### config.mk
export PLATFORM = sky130hd
export DESIGN_NAME = spy_path_measure_ctrl
export DESIGN_NICKNAME = d
export VERILOG_FILES = /design/src/rtl/spy_pkg.sv /design/src/rtl/spy_trial_timer.sv /design/src/rtl/spy_path_measure_ctrl.sv
export SDC_FILE = /design/constraint.sdc
export NUM_CORES = 1
export LEC_CHECK = 0
export ABC_CLOCK_PERIOD_IN_PS = 7300
export CAP_MARGIN = 5
export CORE_MARGIN = 5
export CORE_UTILIZATION = 57
export CTS_CLUSTER_DIAMETER = 200
export DETAILED_ROUTE_END_ITERATION = 6
export GPL_TIMING_DRIVEN = 0
export PLACE_DENSITY = 0.85
export SYNTH_ARGS = -nofsm -noshare
export SYNTH_HDL_FRONTEND = slang
export SYNTH_SLANG_ARGS = --single-unit
### constraint.sdc
create_clock -name clk -period 7.3 [get_ports clk]
set_clock_uncertainty 0.05 [all_clocks]
set_input_delay 2.19 -clock clk [delete_from_list [all_inputs] [get_ports clk]]
set_output_delay 2.19 -clock clk [all_outputs]
set_load 0.05 [all_outputs]
### src/rtl/spy_pkg.sv
// Shared types and default widths for the spy delay-path measurement controller.
package spy_pkg;

  localparam int CNT_W_DEF = 16;
  localparam int DLY_W_DEF = 8;

  typedef enum logic [2:0] {
    IDLE,
    SETTLE,
    LAUNCH,
    WAIT,
    SAMPLE,
    CHECK,
    DONE
  } spy_state_e;

endpackage

### src/rtl/spy_trial_timer.sv
// Loadable down-counter shared by the settle and capture-wait phases of a trial.
module spy_trial_timer #(
  parameter int W = 8
) (
  input  logic         clk,
  input  logic         rst,
  input  logic         load_i,
  input  logic [W-1:0] load_val_i,
  input  logic         dec_i,
  output logic [W-1:0] value_o,
  output logic         zero_o
);

  logic [W-1:0] value_q, value_d;

  // load wins over decrement; the count saturates at zero
  always_comb begin
    value_d = value_q;
    if (load_i)
      value_d = load_val_i;
    else if (dec_i && (value_q != '0))
      value_d = value_q - W'(1);
  end

  always_ff @(posedge clk) begin
    if (rst) value_q <= '0;
    else     value_q <= value_d;
  end

  assign value_o = value_q;
  assign zero_o  = (value_q == '0);

endmodule

### src/rtl/spy_path_measure_ctrl.sv
// Trial sequencer for a delay-path side-channel sensor: settle, launch an edge,
// wait captureDelay cycles, sample the path output and count in-time arrivals.
module spy_path_measure_ctrl
  import spy_pkg::*;
#(
  parameter int CNT_W         = CNT_W_DEF,
  parameter int DLY_W         = DLY_W_DEF,
  parameter int SETTLE_CYCLES = 16,
  parameter int PATH_INVERTS  = 0
) (
  input  logic             clk,
  input  logic             rst,
  input  logic             start,
  input  logic [CNT_W-1:0] trialCount,
  input  logic [DLY_W-1:0] captureDelay,
  output logic             busy,
  output logic             done,
  output logic             resultValid,
  output logic [CNT_W-1:0] hitCount,
  output logic             pathInput,
  input  logic             pathResult
);

  localparam int   SET_W   = $clog2(SETTLE_CYCLES + 1);
  localparam int   TMR_W   = (DLY_W > SET_W) ? DLY_W : SET_W;
  localparam logic EXP_VAL = (PATH_INVERTS == 0);
  localparam logic [TMR_W-1:0] SETTLE_LD = TMR_W'(SETTLE_CYCLES - 1);

  spy_state_e       state_q;
  logic [CNT_W-1:0] remain_q;
  logic [CNT_W-1:0] hit_q;
  logic [DLY_W-1:0] dly_q;
  logic             sample_q;
  logic             busy_q;
  logic             done_q;
  logic             valid_q;
  logic             path_q;

  logic             tmr_ld;
  logic             tmr_dec;
  logic [TMR_W-1:0] tmr_ld_val;
  logic [TMR_W-1:0] tmr_val;
  logic             tmr_zero;

  // Settle loads N-1 and exits on zero; the wait phase loads captureDelay and
  // exits as it passes 1, so a zero delay skips WAIT entirely.
  always_comb begin
    tmr_ld     = 1'b0;
    tmr_dec    = 1'b0;
    tmr_ld_val = SETTLE_LD;
    case (state_q)
      IDLE:    tmr_ld = start && (trialCount != '0);
      SETTLE:  tmr_dec = 1'b1;
      LAUNCH: begin
        tmr_ld     = 1'b1;
        tmr_ld_val = TMR_W'(dly_q);
      end
      WAIT:    tmr_dec = 1'b1;
      CHECK:   tmr_ld = (remain_q != CNT_W'(1));
      default: ;
    endcase
  end

  spy_trial_timer #(
    .W (TMR_W)
  ) u_timer (
    .clk        (clk),
    .rst        (rst),
    .load_i     (tmr_ld),
    .load_val_i (tmr_ld_val),
    .dec_i      (tmr_dec),
    .value_o    (tmr_val),
    .zero_o     (tmr_zero)
  );

  always_ff @(posedge clk) begin
    if (rst) begin
      state_q  <= IDLE;
      remain_q <= '0;
      hit_q    <= '0;
      dly_q    <= '0;
      sample_q <= 1'b0;
      busy_q   <= 1'b0;
      done_q   <= 1'b0;
      valid_q  <= 1'b0;
      path_q   <= 1'b0;
    end else begin
      done_q <= 1'b0;
      case (state_q)
        IDLE: begin
          if (start) begin
            remain_q <= trialCount;
            dly_q    <= captureDelay;
            hit_q    <= '0;
            valid_q  <= 1'b0;
            busy_q   <= 1'b1;
            state_q  <= (trialCount == '0) ? DONE : SETTLE;
          end
        end
        SETTLE: begin
          // the edge launches as we enter LAUNCH, so sampling lands 1+delay+1 edges later
          if (tmr_zero) begin
            path_q  <= 1'b1;
            state_q <= LAUNCH;
          end
        end
        LAUNCH: state_q <= (dly_q == '0) ? SAMPLE : WAIT;
        WAIT: begin
          if (tmr_val == TMR_W'(1)) state_q <= SAMPLE;
        end
        SAMPLE: begin
          // single raw flop: the path output is deliberately not synchronised
          sample_q <= pathResult;
          state_q  <= CHECK;
        end
        CHECK: begin
          if (sample_q == EXP_VAL) hit_q <= hit_q + CNT_W'(1);
          remain_q <= remain_q - CNT_W'(1);
          path_q   <= 1'b0;
          state_q  <= (remain_q == CNT_W'(1)) ? DONE : SETTLE;
        end
        DONE: begin
          done_q  <= 1'b1;
          valid_q <= 1'b1;
          busy_q  <= 1'b0;
          state_q <= IDLE;
        end
        default: state_q <= IDLE;
      endcase
    end
  end

  assign busy        = busy_q;
  assign done        = done_q;
  assign resultValid = valid_q;
  assign hitCount    = hit_q;
  assign pathInput   = path_q;

endmodule
==> flow_metrics.env <==
export IMPL_tns_ns=0
export IMPL_areaGrowthSynthToFinish_pct=22.9
export IMPL_wl_per_cell_um=15.8
export IMPL_hold_viol_final=0
export IMPL_die_h_um=81.5
export IMPL_die_area_sq_um=6630
export IMPL_cts_resized=0
export IMPL_grt_max_degree=17
export IMPL_cts_tree="built"
export IMPL_rows=26
export IMPL_antenna_found_initial=0
export IMPL_synth_edff_count=0
export IMPL_ir_drop_mv=0.147
export IMPL_rsz0062_at_grt="false"
export IMPL_finish_utilization_pct=70.9
export IMPL_crit_arrival_ns=4.39
export IMPL_cp_required_ns=7.46
export IMPL_cts_root_buf="clkbuf_8"
export IMPL_yosysMostFrequentCell="dfxtp_1"
export IMPL_slew_headroom_pct=43.9
export IMPL_cts_sinks=56
export IMPL_async_flop_share_pct=0
export IMPL_worstSetupStartpointType="input pin"
export IMPL_cts_hold_buf=0
export IMPL_cap_violations=0
export IMPL_timing_fmax_ghz=0.237
export IMPL_yosys_warnings=0
export IMPL_final_cells=487
export IMPL_min_path_type="flip-flop to flip-flop"
export IMPL_ff_latch_area_sq_um=1120
export IMPL_synthAdderAreaFrac_pct=2.15
export IMPL_drive_above_1_share_pct=6.00
export IMPL_num_vias=2951
export IMPL_wl_um=7710
export IMPL_final_setup_viol_count=0
export IMPL_grt_pass1_vias=2761
export IMPL_remaining_drc_errors=0
export IMPL_viasPerCell=6.06
export IMPL_num_io_pins=48
export IMPL_htreeDepth=2
export IMPL_cts_made_buffers=5
export IMPL_grt_pass1_wl_um=13000
export IMPL_place_congestion=0.988
export IMPL_synthCells=362
export IMPL_pwr_density_cell_nw_per_um2=285
export IMPL_synth_largest_area_cell="dfxtp_1"
export IMPL_place_hpwl_um=5610
export IMPL_yosys_cell_types_count=54
export IMPL_criticalPathCategory="input pin to flip-flop"
export IMPL_synth_compound_area_share_pct=23.1
export IMPL_netlist_top_cells_area="dfxtp_1, a21oi_1, nand2_1"
export IMPL_ys_seq_elements=56
export IMPL_synth_avg_cell_area_sq_um=8.04
export IMPL_die_x_um=81.5
export IMPL_dr_pass1_iters=4
export IMPL_grt_total_usage_pct=24.8
export IMPL_drt_iter0_drc=399
export IMPL_nFillCells=427
export IMPL_worst_pin_slew_ns=0.834
export IMPL_crit_fanout=10
export IMPL_synth_top_family_by_area="simple AND/OR/NAND/NOR gates"
export IMPL_finalCriticalPeriod_ns=4.23
export IMPL_postCtsSetupRepairBufs=0
export IMPL_end_kind="flip-flop"
export IMPL_clk_latency_ns=0.31
export IMPL_finalMaxSlewViolations=0
export IMPL_placed_cells=479
export IMPL_netlist_top_cells_count="dfxtp_1, nand2_1, a21oi_1, nor2_1"
export IMPL_initial_core_util_pct=57.7
export IMPL_portBuffers=47
export IMPL_ys_seq_area_share_pct=38.5
export IMPL_syn_area_sq_um=2910
export IMPL_p_leak_uw=0.00126
export IMPL_synth_mux_area_fraction_pct=1.16
export IMPL_syn_num_nets=395
export IMPL_ys_flop_type="dfxtp_1"
export IMPL_yosys_area_share_xor_xnor_pct=4.21
export IMPL_clk_path_buf_depth=2
export IMPL_synth_simple_gate_area_share_pct=26.4
export IMPL_n_antenna_cell=0
export IMPL_timing_final_crit_share_pct=57.9
export IMPL_outcome="finished clean"
export IMPL_core_area_sq_um=5040
export IMPL_multiInputGateArea_sq_um=1660
export IMPL_clk_pin_slew_worst_paths_ns=0.10
export IMPL_grt_ovfl_total=0
export IMPL_finalNetCount=449
export IMPL_synth_top_cell_area_share_pct=38.5
export IMPL_final_antenna_net_count=0
-- layout by cell type, fill, tap and decap left out, types with 4 or more instances in the layout --
cell type | Yosys | final
dfxtp_1 | 56 | 56
clkdlybuf4s50_1 | 0 | 47
nand2_1 | 43 | 43
a21oi_1 | 38 | 38
nor2_1 | 36 | 36
clkbuf_1 | 14 | 15
nand3_1 | 14 | 14
nor3_1 | 13 | 13
nor4_1 | 12 | 12
inv_1 | 11 | 11
xnor2_1 | 8 | 8
o21ai_0 | 7 | 7
a221oi_1 | 6 | 6
and3_1 | 6 | 6
xor2_1 | 6 | 6
or4_1 | 5 | 5
or3_1 | 5 | 5
o311ai_0 | 5 | 5
ha_1 | 5 | 5
clkbuf_8 | 0 | 5
nand4_1 | 4 | 4
o211ai_1 | 4 | 4
a211oi_1 | 4 | 4
a22oi_1 | 4 | 4
a31oi_1 | 4 | 4
-- routing by layer --
layer | share of wire, % | track usage, % | wire length [um]
met1 | 44 | 32.9 | 3390
met2 | 48 | 41.0 | 3690
met3 | 6.8 | 4.93 | 526
met4 | 1.3 | 7.09 | 103
met5 | 0 | 0 | 0
-- per-stage QoR --
stage | cell area, sq um | hold slack, ns | power [uW] | setup WS [ns]
after floorplan | 2910 | 0.389 | 700 | 3.48
after global placement | 3470 | 0.414 | 796 | 2.80
after detailed placement | 3470 | 0.420 | 809 | 2.79
after CTS | 3580 | 0.434 | 1010 | 3.11
after global routing | 3580 | 0.472 | 1090 | 2.93
final | 3580 | 0.435 | 1020 | 3.07
-- registers in the layout, indices dropped and copies added, names as in the netlist --
register,flops
busy,1
dly_q,8
done,1
hitCount,16
pathInput,1
remain_q,16
resultValid,1
sample_q,1
state_q,3
u_timer.value_o,8
-- power breakdown --
part	internal (uW)	switching [uW]	leakage, uW
combinational	166	249	0.000751
clock	102	99.7	0.0000552
sequential	352	50.6	0.000457
total	620	399	0.00126
-- worst paths after layout --
check | startpoint | end | slack (ns) | cells after the start
worst min register to register | dly_q[4] | dly_q[4] | 0.44 | 2
worst max-delay path | start | u_timer.value_o[6] | 3.07 | 8
worst max register to register | remain_q[0] | u_timer.value_o[1] | 4.56 | 7
worst min-delay path | dly_q[4] | dly_q[4] | 0.44 | 2
-- worst max-delay path, stage by stage --
cell and delay, ns:
clkdlybuf4s50_1 0.54, or4b_2 0.60, clkbuf_1 0.19, a41o_1 0.26, o211a_1 0.14, buf_4 0.18, a22o_1 0.18, o211a_1 0.11
-- logic make-up (layout without fill, tap and decap cells) --
family                     Yosys count  after routing
xor gates and xnor gates            14             14
AOI/OAI and AO/OA                   98             98
buffers and inverters               32             87
muxes                                3              3
and+or+nand+nor                    154            154
DFF                                 56             56
adders and majority gates            5              5
-- area by class of cell --
class | count | share of cell area, %
plain buffers | 21 | 2.41
clock buffers | 6 | 2.03
clock inverters | 2 | 0.980
inverters | 11 | 1.15
multi-input cells | 274 | 46.5
flip-flops and latches | 56 | 31.4
well taps | 70 | 2.45
repair buffers | 47 | 13.2
Note: power is estimated with default switching activity, not from simulation.
